### src/rtl/lc3_mem_ctrl.sv
// LC-3 memory controller: SRAM access sequencing with wait states plus the
// memory-mapped keyboard (KBSR/KBDR) and display (DSR/DDR) registers.
module lc3_mem_ctrl #(
  parameter int unsigned WAIT_CYCLES = 2
) (
  input  logic        clk,
  input  logic        rst,
  input  logic [15:0] MAR,
  input  logic        ldMAR,
  input  logic [15:0] MDR_in,
  input  logic        memWE,
  output logic [15:0] memOut,
  output logic        memRDY,
  output logic [15:0] sram_addr,
  output logic        sram_re,
  output logic        sram_we,
  output logic [15:0] sram_wdata,
  input  logic [15:0] sram_rdata,
  input  logic        kbd_valid,
  input  logic [7:0]  kbd_data,
  output logic        dsp_valid,
  output logic [7:0]  dsp_data,
  input  logic        dsp_ready,
  output logic        kbdINT
);

  typedef enum logic [1:0] {StIdle, StWait, StRead, StReady} state_e;

  localparam logic [15:0] DevBase  = 16'hFE00;
  localparam logic [15:0] AddrKbsr = 16'hFE00;
  localparam logic [15:0] AddrKbdr = 16'hFE02;
  localparam logic [15:0] AddrDsr  = 16'hFE04;
  localparam logic [15:0] AddrDdr  = 16'hFE06;
  // Guarded so WAIT_CYCLES=0 does not wrap when computing the preload.
  localparam logic [3:0]  WaitInit = (WAIT_CYCLES > 0) ? 4'(WAIT_CYCLES - 1) : 4'd0;

  state_e      state_q, state_d;
  logic [3:0]  cnt_q, cnt_d;
  logic [15:0] addr_q, addr_d;
  logic [15:0] memout_q, memout_d;
  logic        kbsr15_q, kbsr15_d;
  logic        kbsr14_q, kbsr14_d;
  logic [7:0]  kbdr_q, kbdr_d;
  logic        dsr15_q, dsr15_d;
  logic [7:0]  ddr_q, ddr_d;
  logic        dsp_valid_q, dsp_valid_d;

  logic [15:0] dev_rdata;
  logic        cur_dev, mar_dev, wr_fire, kbdr_read, kbd_take;

  assign cur_dev   = (addr_q >= DevBase);
  assign mar_dev   = (MAR >= DevBase);
  assign wr_fire   = (state_q == StReady) && memWE && !rst;
  assign kbdr_read = ldMAR && (MAR == AddrKbdr);
  // A KBDR read consumes the held character, so a same-cycle strobe may refill it.
  assign kbd_take  = kbd_valid && (!kbsr15_q || kbdr_read);

  assign memOut     = memout_q;
  assign memRDY     = (state_q == StReady);
  assign sram_addr  = addr_q;
  assign sram_re    = (state_q == StRead) && !rst;
  assign sram_we    = wr_fire && !cur_dev;
  assign sram_wdata = sram_we ? MDR_in : 16'h0000;
  assign dsp_valid  = dsp_valid_q;
  assign dsp_data   = ddr_q;
  assign kbdINT     = kbsr15_q & kbsr14_q;

  // Device register read mux, addressed by the incoming MAR value.
  always_comb begin
    dev_rdata = 16'h0000;
    case (MAR)
      AddrKbsr: dev_rdata = {kbsr15_q, kbsr14_q, 14'b0};
      AddrKbdr: dev_rdata = {8'h00, kbdr_q};
      AddrDsr:  dev_rdata = {dsr15_q, 15'b0};
      AddrDdr:  dev_rdata = {8'h00, ddr_q};
      default:  dev_rdata = 16'h0000;
    endcase
  end

  // Next-state: access FSM, device writes, keyboard and display handshakes.
  always_comb begin
    state_d     = state_q;
    cnt_d       = cnt_q;
    addr_d      = addr_q;
    memout_d    = memout_q;
    kbsr15_d    = kbsr15_q;
    kbsr14_d    = kbsr14_q;
    kbdr_d      = kbdr_q;
    dsr15_d     = dsr15_q;
    ddr_d       = ddr_q;
    dsp_valid_d = dsp_valid_q;

    if (dsp_valid_q && dsp_ready) begin
      dsp_valid_d = 1'b0;
      dsr15_d     = 1'b1;
    end

    if (kbd_take) begin
      kbdr_d   = kbd_data;
      kbsr15_d = 1'b1;
    end else if (kbdr_read) begin
      kbsr15_d = 1'b0;
    end

    // Writes commit against the current address before any new access starts.
    if (wr_fire) begin
      if (!cur_dev) begin
        memout_d = MDR_in;
      end else if (addr_q == AddrKbsr) begin
        kbsr14_d = MDR_in[14];
      end else if (addr_q == AddrDdr) begin
        ddr_d       = MDR_in[7:0];
        dsr15_d     = 1'b0;
        dsp_valid_d = 1'b1;
      end
    end

    if (ldMAR) begin
      addr_d = MAR;
      cnt_d  = 4'd0;
      if (mar_dev) begin
        state_d  = StReady;
        memout_d = dev_rdata;
      end else if (WAIT_CYCLES > 0) begin
        state_d = StWait;
        cnt_d   = WaitInit;
      end else begin
        state_d = StRead;
      end
    end else begin
      case (state_q)
        StWait: begin
          if (cnt_q == 4'd0) state_d = StRead;
          else cnt_d = cnt_q - 4'd1;
        end
        StRead: begin
          state_d  = StReady;
          memout_d = sram_rdata;
        end
        default: state_d = state_q;
      endcase
    end
  end

  // State registers with synchronous reset.
  always_ff @(posedge clk) begin
    if (rst) begin
      state_q     <= StIdle;
      cnt_q       <= 4'd0;
      addr_q      <= 16'h0000;
      memout_q    <= 16'h0000;
      kbsr15_q    <= 1'b0;
      kbsr14_q    <= 1'b0;
      kbdr_q      <= 8'h00;
      dsr15_q     <= 1'b1;
      ddr_q       <= 8'h00;
      dsp_valid_q <= 1'b0;
    end else begin
      state_q     <= state_d;
      cnt_q       <= cnt_d;
      addr_q      <= addr_d;
      memout_q    <= memout_d;
      kbsr15_q    <= kbsr15_d;
      kbsr14_q    <= kbsr14_d;
      kbdr_q      <= kbdr_d;
      dsr15_q     <= dsr15_d;
      ddr_q       <= ddr_d;
      dsp_valid_q <= dsp_valid_d;
    end
  end

endmodule
### config.mk
export PLATFORM = sky130hd
export DESIGN_NAME = lc3_mem_ctrl
export DESIGN_NICKNAME = d
export VERILOG_FILES = /design/src/rtl/lc3_mem_ctrl.sv
export SDC_FILE = /design/constraint.sdc
export NUM_CORES = 1
export LEC_CHECK = 0
export CAP_MARGIN = 10
export CORE_MARGIN = 8
export CORE_UTILIZATION = 40
export CTS_CLUSTER_SIZE = 20
export DETAILED_ROUTE_END_ITERATION = 8
export DONT_BUFFER_PORTS = 1
export PLACE_DENSITY = 0.53
export SETUP_SLACK_MARGIN = 0.15
export SLEW_MARGIN = 10
export SYNTH_ARGS = -nofsm -noshare
export SYNTH_HDL_FRONTEND = slang
export SYNTH_SLANG_ARGS = --single-unit
### constraint.sdc
create_clock -name clk -period 2.4 [get_ports clk]
set_input_delay 0.36 -clock clk [delete_from_list [all_inputs] [get_ports clk]]
set_output_delay 0.36 -clock clk [all_outputs]
set_load 0.01 [all_outputs]
==> impl_results.md <==
- Result of the run: finished clean
- Hold crit path type: input pin to register
- Insertion delay of the later-clocked pin in the worst-skew pair: 0.33 ns
- Number of CTS-inserted buffers: 9
- Max Fanout on Critical Path: 17
- Vias in the first global route: 2285
- Number of clock sinks: 58
- # nets final: 380
- Combined global-route utilization of all metal layers: 16.6%
- Final worst clock skew: 0.00779 ns
- Slack of the worst reg-to-reg path: 0.45 ns
- Critical path endpoint category: output pin
- CP Data Required Time: 2.04 ns
- Area of the mapped netlist: 0.00285 mm^2
- Crit path time final: 2.04 ns
- Timing-limited maximum frequency: 490 MHz
- Setup repair after global routing missed its margin: no
- H-tree level count: 3
- Number of rows created at floorplan: 30
- Die Area: 0.0101 mm^2
- Final setup vio count: 0
- Post-synthesis instance total: 318
- Register area share after synthesis: 40.7%
- Die height: 100 um
- Total iterations of the first detailed-routing run: 4
- Buffers from clock root to sink, at most: 2
- Post-synthesis register bit count: 58
- Top area cells in the synthesized netlist: dfxtp_1 (41%), mux2i_1 (17%), nand2_1 (6.6%)
- Number of antenna violations at the first check in global routing: 0
- CTS tree: yes
- Clock transition at the registers of the reported paths: 0.07 ns
- Average instance area after synthesis: 8.97 um^2
- Die width: 100 um
- Total via count after detailed routing: 2310
- Fraction of layout cells with a size suffix above 1: 9.38%
- Number of primary I/O pins: 123
- Port Buf Inserts: 0
- Largest area contributor in the synthesized netlist: dfxtp_1
- DR iter-0 viols: 58
- Detailed Route WL: 8.21 mm
- Slew HR: 32.1%
- HPWL Detailed: 6.01 mm
- Yosys synthesis warning count: 0
- Data arrival, critical path: 1.68 ns
- Largest net degree at the start of global routing: 37
- Hold-fix buffers, CTS: 0
- Number of antenna diodes: 0
- Detailed-route vias per instance: 5.55
- Post-route antenna net violation count: 0
- Remaining DRCs: 0
- Routed len/inst: 19.7 um
- Power per cell area: 630 mW/mm^2
- Global-route wire length before repair: 13.0 mm
- Peak supply drop: 0.000335 V
- Final GP Congestion: 0.727
- Max-cap viol count: 0
- Placeable Area: 0.00683 mm^2
- Least-Margin Pin Slew: 1.02 ns
- Final Total Pwr: 1980 uW
- Startpoint kind of the worst setup timing path: register
- Slew Limit Fails: 0
- Root buffer cell: clkbuf_8
- Final period util: 85.0%
- Final setup TNS: 0 ns
- Startpoint-to-endpoint class of the critical path: register to output pin
- Top-area cell type share of the netlist area: 40.7%
- Total gr overflow: 0
- Initial cell density of the core: 41.7%
- Synth-to-Final Area Change: 10.0%
- Count of cell types in the netlist: 39
- Leak Pwr: 0.00124 uW
- Number of hold-slack violations in the final timing report: 0
- Post-Syn Nets: 382
-- layout by cell type (no fill, tap or decap), types with 2 or more instances in the layout --
cell type,n
nand2_1,50
nand4_1,4
nand2b_1,3
ha_1,2
o21a_1,4
clkbuf_8,10
mux2i_1,49
buf_4,8
and2_1,19
a32oi_1,8
o21ai_0,7
a21oi_1,2
or4_1,2
nor2b_1,3
nor3b_1,9
and4_1,2
nor4_1,3
inv_1,3
nor4b_1,2
nor3_2,2
dfxtp_1,58
nor3_1,7
o221ai_1,10
clkinvlp_4,2
nor2_1,24
xnor2_1,3
clkinv_2,3
o311ai_0,8
-- worst max-delay path, stage by stage, from the launching register on --
cell	delay (ns)
dfxtp_1	0.41
nand4_1	0.18
o21bai_2	0.26
clkinvlp_4	0.14
buf_12	0.16
and2_1	0.19
-- area by class of cell --
type	count	area [um^2]
clock buffers	10	138
well taps	96	120
fillers	706	3690
repair buffers	9	80.1
multi-input cells	233	1590
clock inverters	5	31.3
inverters	5	22.5
flip-flops and latches	58	1160
-- power by group --
part           internal (uW)  switching [uW]  total [uW]
clock                    392             386         778
sequential              1000            47.5        1050
combinational           74.8            70.7         145
-- synthesized netlist by cell type, drive strengths merged --
cell	instances
dfxtp	58
a32oi	8
and2	19
a211o	1
o311ai	8
nand2b	3
o21ai	7
mux2	1
inv	4
mux2i	49
nor3	9
or4	2
nand3	1
ha	2
or3	2
o21bai	1
and3	1
o21a	4
nor4b	2
a2111oi	1
o221ai	10
nor4	4
nor2	24
nand4b	1
nor3b	9
nand4	4
clkinv	1
nor2b	3
and4	2
buf	8
a21oi	2
clkbuf	14
xnor2	3
nand2	50
-- routing by layer --
| layer | part of all wire (%) | vias up | global-route usage [%] |
|---|---|---|---|
| li1 | - | 1136 | - |
| met1 | 44 | 1075 | 20.8 |
| met2 | 43 | 95 | 23.7 |
| met3 | 13 | 4 | 9.48 |
| met4 | 0.55 | 0 | 4.19 |
| met5 | 0 | - | 0 |
-- stage by stage --
stage	area [um^2]	util, %	setup slack [ns]	instances	hold slack, ns
2_1_floorplan	2850	-	0.439	318	0.469
3_3_place_gp	2950	43.1	0.483	400	0.437
3_5_place_dp	2950	43.1	0.453	400	0.438
4_1_cts	3120	45.6	0.189	415	0.0734
5_1_grt	3140	45.9	0.219	416	0.0548
6_report	3140	45.9	0.360	416	0.0888
-- kinds of logic (layout without fill, tap and decap cells) --
kind of cell | after synthesis | count (layout) | synth area share (%)
muxes | 50 | 50 | 17.6
DFF | 58 | 58 | 40.7
adders and majority gates | 2 | 2 | 0.877
xor gates and xnor gates | 3 | 3 | 0.922
buffers and inverters | 27 | 29 | 3.99
and+or+nand+nor | 136 | 136 | 24.4
AOI/OAI and AO/OA | 42 | 42 | 11.5
-- flip-flops by register name, summed over array words and instances, names as in the netlist --
name	flops
cnt_q	4
dsp_data	8
dsp_valid	1
dsr15_q	1
kbdr_q	8
kbsr14_q	1
kbsr15_q	1
memOut	16
sram_addr	16
state_q	2
-- repair_timing --
action	CTS	global route
endpoints found under the setup margin	16	17
setup buffers	0	1
gates resized for setup	1	0
-- worst paths after layout --
kind | depth (start not counted) | startpoint | end
worst max-delay path | 5 | sram_addr[15] | sram_wdata[6]
worst min-delay path | 1 | rst | sram_addr[4]
worst max register to register | 4 | sram_addr[4] | kbsr14_q
worst min register to register | 2 | cnt_q[1] | cnt_q[1]
Power figures use the tool's default switching activity.
